**config.mk**
```make
export PLATFORM = sky130hd
export DESIGN_NAME = shiftreg_ctrl
export DESIGN_NICKNAME = d
export VERILOG_FILES = /design/src/rtl/shiftreg_pkg.sv /design/src/rtl/shiftreg_ctrl.sv
export SDC_FILE = /design/constraint.sdc
export NUM_CORES = 1
export LEC_CHECK = 0
export ABC_AREA = 1
export CORE_ASPECT_RATIO = 0.75
export CORE_UTILIZATION = 55
export DETAILED_ROUTE_END_ITERATION = 6
export DONT_BUFFER_PORTS = 1
export GPL_TIMING_DRIVEN = 0
export PLACE_DENSITY = 0.7
export RECOVER_POWER = 100
export SLEW_MARGIN = 20
export SYNTH_ARGS = -nofsm -noshare
export SYNTH_HDL_FRONTEND = slang
export SYNTH_SLANG_ARGS = --single-unit
```
**constraint.sdc**
```tcl
create_clock -name CLK -period 2.2 [get_ports CLK]
set_input_delay 0.22 -clock CLK [delete_from_list [all_inputs] [get_ports CLK]]
set_output_delay 0.22 -clock CLK [all_outputs]
set_load 0.01 [all_outputs]
```
**src/rtl/shiftreg_pkg.sv**
```systemverilog
// Shared encodings and helpers for the shift-register command sequencer.
// Op codes, controller states and the command length clamp.
package shiftreg_pkg;

    typedef enum logic [1:0] {
        OP_NOP  = 2'b00,
        OP_LOAD = 2'b01,
        OP_READ = 2'b10,
        OP_RSVD = 2'b11
    } op_e;

    typedef enum logic [1:0] {
        IDLE = 2'b00,
        LOAD = 2'b01,
        READ = 2'b10,
        RESP = 2'b11
    } state_e;

    // Requested bit counts above the word size are served as a full word.
    function automatic int unsigned clamp_len(input int unsigned n,
                                              input int unsigned lw);
        return (n > lw) ? lw : n;
    endfunction

endpackage

```
**src/rtl/shiftreg_ctrl.sv**
```systemverilog
// Command sequencer for an addressable-tap shift register.
// LOAD serialises a word in MSB-first; READ gathers a run of taps.
module shiftreg_ctrl
    import shiftreg_pkg::*;
#(
    parameter int  SELWIDTH = 5,
    parameter int  LW       = 8,
    localparam int DW       = 2 ** SELWIDTH,
    localparam int LENW     = $clog2(LW) + 1
) (
    input  logic                CLK,
    input  logic                RST,
    input  logic                cmd_valid,
    output logic                cmd_ready,
    input  logic [1:0]          cmd_op,
    input  logic [LENW-1:0]     cmd_len,
    input  logic [SELWIDTH-1:0] cmd_addr,
    input  logic [LW-1:0]       cmd_data,
    output logic                rsp_valid,
    input  logic                rsp_ready,
    output logic [LW-1:0]       rsp_data,
    output logic                sr_ce,
    output logic                sr_si,
    output logic [SELWIDTH-1:0] sr_sel,
    input  logic                sr_do,
    output logic                busy
);

    state_e              state_q, state_d;
    logic [LENW-1:0]     cnt_q, cnt_d;
    logic [LENW-1:0]     len_q, len_d;
    logic [LW-1:0]       data_q, data_d;
    logic                sr_ce_q, sr_ce_d;
    logic                sr_si_q, sr_si_d;
    logic [SELWIDTH-1:0] sr_sel_q, sr_sel_d;
    logic                rsp_valid_q, rsp_valid_d;
    logic [LW-1:0]       rsp_data_q, rsp_data_d;

    logic                accept;
    logic [LENW-1:0]     len_c;
    logic [LW-1:0]       aligned;

    assign cmd_ready = (state_q == IDLE);
    assign busy      = ~cmd_ready;
    assign accept    = cmd_valid & cmd_ready;
    assign len_c     = LENW'(clamp_len(32'(cmd_len), 32'(LW)));

    assign sr_ce     = sr_ce_q;
    assign sr_si     = sr_si_q;
    assign sr_sel    = sr_sel_q;
    assign rsp_valid = rsp_valid_q;
    assign rsp_data  = rsp_data_q;

    // Next-state and registered-output logic for the command sequencer.
    always_comb begin
        state_d     = state_q;
        cnt_d       = cnt_q;
        len_d       = len_q;
        data_d      = data_q;
        sr_sel_d    = sr_sel_q;
        rsp_valid_d = rsp_valid_q;
        rsp_data_d  = rsp_data_q;
        sr_ce_d     = 1'b0;
        sr_si_d     = 1'b0;
        aligned     = '0;

        unique case (state_q)
            IDLE: begin
                if (accept) begin
                    if (cmd_op == OP_LOAD && len_c != '0) begin
                        // Left-justify the used field so the MSB is
                        // always at the top of the shift buffer.
                        aligned = cmd_data << (LENW'(LW) - len_c);
                        sr_ce_d = 1'b1;
                        sr_si_d = aligned[LW-1];
                        data_d  = aligned << 1;
                        cnt_d   = len_c - LENW'(1);
                        state_d = LOAD;
                    end else if (cmd_op == OP_READ) begin
                        len_d      = len_c;
                        cnt_d      = '0;
                        sr_sel_d   = cmd_addr;
                        rsp_data_d = '0;
                        if (len_c == '0) begin
                            rsp_valid_d = 1'b1;
                            state_d     = RESP;
                        end else begin
                            state_d = READ;
                        end
                    end
                end
            end
            LOAD: begin
                if (cnt_q == '0) begin
                    state_d = IDLE;
                end else begin
                    sr_ce_d = 1'b1;
                    sr_si_d = data_q[LW-1];
                    data_d  = data_q << 1;
                    cnt_d   = cnt_q - LENW'(1);
                end
            end
            READ: begin
                rsp_data_d = rsp_data_q | (LW'(sr_do) << cnt_q);
                if (cnt_q == len_q - LENW'(1)) begin
                    rsp_valid_d = 1'b1;
                    state_d     = RESP;
                end else begin
                    cnt_d    = cnt_q + LENW'(1);
                    sr_sel_d = SELWIDTH'((int'(sr_sel_q) + 1) % DW);
                end
            end
            RESP: begin
                if (rsp_ready) begin
                    rsp_valid_d = 1'b0;
                    state_d     = IDLE;
                end
            end
            default: begin
                state_d = IDLE;
            end
        endcase
    end

    // State and output registers; reset leaves the external shift register alone.
    always_ff @(posedge CLK or posedge RST) begin
        if (RST) begin
            state_q     <= IDLE;
            cnt_q       <= '0;
            len_q       <= '0;
            data_q      <= '0;
            sr_ce_q     <= 1'b0;
            sr_si_q     <= 1'b0;
            sr_sel_q    <= '0;
            rsp_valid_q <= 1'b0;
            rsp_data_q  <= '0;
        end else begin
            state_q     <= state_d;
            cnt_q       <= cnt_d;
            len_q       <= len_d;
            data_q      <= data_d;
            sr_ce_q     <= sr_ce_d;
            sr_si_q     <= sr_si_d;
            sr_sel_q    <= sr_sel_d;
            rsp_valid_q <= rsp_valid_d;
            rsp_data_q  <= rsp_data_d;
        end
    end

endmodule
```
======== After elaboration in Yosys (flattened, before gate mapping) ========
Cells that the tools add are included.
word-level totals
  memory bits (writable) .................. 0
  bits in read-only memories .............. 0
  memories kept ........................... 0
  bits in latches ......................... 0
  logic and storage cells ................. 98
  input port bits ......................... 24
  register bits after elaboration ......... 34
  output and inout port bits .............. 18
cells by class
  multiply operators ...................... 0
  multiplexer cells ....................... 43
  $add $sub $neg .......................... 6
  shift operators ......................... 2
  div/mod/pow operators ................... 0
  bitwise operators ....................... 4
  $lt $le $gt $ge ......................... 1
  equal/unequal tests ..................... 17
  reductions and logical operators ........ 16
operators with widths
  cell                 count
  $mux 8               6
  $pmux 8 s2           2
  $mux 4               6
  $mux 5               4
  $reduce_and 5->1     3
  $mux 1               13
  $mux 2               6
  $ne 2x2->1 const B   6
  $pmux 4 s3           1
  $reduce_and 4->1     3
  $sub 4x1->4 const B  3
  $pmux 5 s2           1
  $logic_not 4->1      2
  $ne 2x1->1 const B   4
  $or 8x8->8           1
  $pmux 2 s4           1
  $shl 1x4->8          1
  $shl 8x4->8          1
  $reduce_and 7->1     1
  $eq 2x2->1 const B   3
  $reduce_bool 3->1    2
  $add 5x1->5 const B  1
  $add 4x1->4 const B  1
  $eq 2x1->1 const B   2
  12 further kinds     15

======== Logic depth before layout (Yosys ltp) ========
  word-level depth ........................ 8
  gate-level depth with buffers ........... 13
  depth with buffers taken out ............ 13

======== Least setup slack after synthesis ========
OpenSTA, ideal clock, no wires.
  path kind ............................... reg-to-reg
  start ................................... reg state_q[0]
  end ..................................... reg cnt_q[3]
  cell stages (with the launch flop) ...... 14
  buffers on the path ..................... 1
  arrival ................................. 1.732 ns
  setup time .............................. 0.118 ns
  setup slack ............................. 0.350 ns
  period minus slack after synthesis ...... 1.850 ns
  required time ........................... 2.082 ns
  path through ............................ dfrtp_1 > inv_1 > ha_1 > buf_4 > inv_2 > ha_1 > nand2_1 > nand2_1 > a21oi_1 > a21oi_1 > o21ai_0 > o21ai_0 > nand3_1 > nand2_1
on the way
  cells in the longest elaborated chain, start to end .. 4
  elaborated cells between the ends (all ways) .. 11
  classes of those cells .................. 6 x eq/ne; 1 x mux; 1 x bitwise; 3 x reduce/logical
RTL lines
  what                        line                                      RTL
  start, declared             shiftreg_ctrl.sv:29                       state_e state_q, state_d;
  start signal, assigned      shiftreg_ctrl.sv:138                      state_q <= state_d;
  $logic_not 2->1             shiftreg_ctrl.sv:43, shiftreg_ctrl.sv:67
  $and 1x1->1                 shiftreg_ctrl.sv:45                       assign accept = cmd_valid & cmd_ready;
  $ne 2x1->1 (no line)        n/a
  $reduce_and 5->1 (no line)  n/a
  end signal, assigned        shiftreg_ctrl.sv:139                      cnt_q <= cnt_d;
  end, declared               shiftreg_ctrl.sv:30                       logic [LENW-1:0] cnt_q, cnt_d;
Several ways; a longest one is shown, not always the timed one.
A chain may end at the register's enable or synchronous reset.

======== Worst setup path after layout ========
Ends and elaborated chain as after synthesis.

==> results.json <==
{
  "path_cells": "inv_1 > ha_1 > buf_4 > inv_4 > ha_1 > nand2_1 > nand2_1 > a21oi_1 > a21oi_1 > o21ai_0 > o21ai_0 > nand3_1 > nand2_1",
  "skew_ns": 0.00578,
  "fmax_mhz": 493,
  "cts_made_buffers": 5,
  "postSynthCellCount": 313,
  "grt-ovfl-total": 0,
  "path_common_cell": "nand2_1",
  "slowest_stage": "dfrtp_1",
  "tightest_slew_ns": 1.26,
  "final_nets": 357,
  "hold_path.class": "in -> reg",
  "clk_latency_ns": 0.29,
  "max-slew-margin-rel_pct": 15.9,
  "h-tree-depth": 2,
  "cts_setup_buffers": 0,
  "hold_violations": 0,
  "arrival_ns": 2.21,
  "slew_viol_final": 0,
  "die_area_mm2": 0.00439,
  "io_pins": 42,
  "criticalPathCategory": "reg -> reg",
  "synth-seq-cells": 33,
  "crit_fanout": 10,
  "clk_pin_slew_ns": 0.07,
  "ant_nets": 0,
  "die_h_um": 57.6,
  "ir_drop_v": 0.000780,
  "syn_nets": 349,
  "power.leakage_nw": 1.24,
  "avgRoutedWirePerCell_um": 13.0,
  "period_share_pct": 92.1,
  "drt_first_pass_iters": 4,
  "syn2layout_area_growth_pct": 6.73,
  "fin_crit_ns": 2.03,
  "ctsRootBufferMaster": "clkbuf_8",
  "critPathLaunchType": "flop",
  "rows": 19,
  "setup_ws_ns": 0.174,
  "cts_tree": "built",
  "gp_congestion": 0.855,
  "power.total_mw": 3.30,
  "cpPeakStageDelay_ns": 0.42,
  "ys_seq_area_share_pct": 36.4,
  "numPortBuffers": 0,
  "synth_area_leaders": "dfrtp_1 36%, nand2_1 14%, inv_1 7.4%",
  "final_common_cell": "nand2_1",
  "grt_util_all_layers_pct": 24.2,
  "setup_violations": 0,
  "die_w_um": 76.2,
  "wl_met3_um": 224,
  "drc_errors": 0,
  "antenna_found_initial": 0,
  "grt_pass1_vias": 1858,
  "maxCapViolCount": 0,
  "drtIter0Drc": 183,
  "synth.distinct_cells": 31,
  "setup-tns-final_ns": 0,
  "fin_util_pct": 63.7,
  "rsz0062_at_grt": "yes",
  "outcome": "finished, final reports clean",
  "yosys_warnings": 0,
  "reg2reg_depth": 13,
  "dr.max_layer_used": "met4",
  "wl_um": 4860,
  "dp_hpwl_um": 3730,
  "synth_area_mm2": 0.00227,
  "synth_edf_count": 0,
  "antenna_cells": 0,
  "num_vias": 2022,
  "synth-main-ff-cell": "dfrtp_1",
  "nFillCells": 353,
  "clock_sinks": 33,
  "cp.required_ns": 2.39,
  "wl_met2_um": 1990,
  "power_density_mw_per_mm2": 1360,
  "grt_max_degree": 34,
  "grt_pass1_wl_um": 8270,
  "synth.avg_cell_area_um2": 7.25,
  "layout_common_cells": "85 x nand2_1, 44 x inv_1, 33 x dfrtp_1",
  "endpoint_kind": "flop",
  "synth_top_area_share_pct": 36.4,
  "synthArstFlopShare_pct": 100,
  "vias_per_cell": 5.41,
  "floorplan.initialDensity_pct": 59.6,
  "yosysTopAreaCell": "dfrtp_1",
  "drive_above_1_share_pct": 8.39,
  "hold_depth": 2,
  "met1Wirelength_um": 2570,
  "core_area_mm2": 0.00380,
  "dp_slack_ns": 0.0959,
  "clock_path_buffers": 2,
  "holdWs_ns": 0.0589
}
==> registers in the layout (all words and copies together) (netlist names) <==
register	flops
sr_sel	5
len_q	4
rsp_data	8
sr_ce	1
data_q	7
state_q	2
cnt_q	4
rsp_valid	1
sr_si	1
==> report_power, final <==
| part | switching (mW) | leakage (nW) | internal, mW | total [mW] |
|---|---|---|---|---|
| sequential | 0.293 | 0.422 | 0.879 | 1.17 |
| clock | 0.232 | 0.0450 | 0.219 | 0.451 |
| combinational | 1.04 | 0.775 | 0.632 | 1.67 |
| total | 1.57 | 1.24 | 1.73 | 3.30 |
==> worst paths after layout <==
kind,startpoint,end,slack (ns)
worst min-delay path,cmd_len[3],len_q[3],0.06
worst max register to register,state_q[0],cnt_q[3],0.17
worst min register to register,data_q[4],data_q[4],0.49
min in group asynchronous,RST,rsp_data[1],0.72
max in group asynchronous,RST,data_q[7],0.73
worst max-delay path,state_q[0],cnt_q[3],0.17
==> cells by family (layout without fill, tap and decap cells) <==
logic type	after synthesis	count (layout)	synth area share [%]
multiplexers	4	4	1.77
XOR/XNOR	7	7	3.03
adder cells (fa/ha/maj)	12	12	6.95
AO/OA/AOI/OAI	60	60	14.7
AND/OR/NAND/NOR	142	142	27.5
buffers and inverters	55	64	9.65
flip-flops	33	33	36.4
==> layer usage <==
metal	GRT usage, %	vias to the layer above
li1	-	1028
met1	35.1	939
met2	35.3	47
met3	5.35	8
met4	9.89	0
met5	0	-
==> cells in the mapped netlist, types with 3 or more instances <==
| cell type | n |
|---|---|
| nand2_1 | 85 |
| inv_1 | 45 |
| dfrtp_1 | 33 |
| o21ai_0 | 30 |
| a21oi_1 | 20 |
| nor2_1 | 19 |
| nand3_1 | 14 |
| ha_1 | 11 |
| nand4_1 | 9 |
| nor3_1 | 6 |
| buf_2 | 4 |
| mux2i_1 | 4 |
| a22oi_1 | 3 |
| inv_2 | 3 |
| o211ai_1 | 3 |
| or2_2 | 3 |
| xnor2_1 | 3 |
| xor2_1 | 3 |
==> critical path, delay by kind of cell, from the launching register on <==
kind / cells / cell delay, ns
compound gates: 4 / 0.41
simple gates: 4 / 0.23
flops: 1 / 0.42
buf+inv: 3 / 0.41
fa+ha+maj: 2 / 0.44
==> cell type report <==
| type | count | area, um2 | share of cell area [%] |
|---|---|---|---|
| multi-input cells | 225 | 1220 | 50.4 |
| repair buffers | 1 | 10.0 | 0.413 |
| clock buffers | 6 | 72.6 | 3.00 |
| well taps | 52 | 65.1 | 2.69 |
| inverters | 48 | 183 | 7.55 |
| plain buffers | 7 | 33.8 | 1.40 |
| flip-flops and latches | 33 | 826 | 34.1 |
| clock inverters | 2 | 10.0 | 0.413 |
==> through the flow <==
step / instances / cell area, um2
final: 374 / 2420
after global routing: 374 / 2420
after CTS: 374 / 2430
after detailed placement: 365 / 2330
after global placement: 365 / 2330
after floorplan: 313 / 2270
==> what timing repair did <==
item | in CTS | in global routing
hold buffers | 1 | 0
endpoints found under the setup margin | 0 | 9
endpoints found under the hold margin | 33 | 0
gates resized for setup | 0 | 3
(Power assumes the default switching activity.)
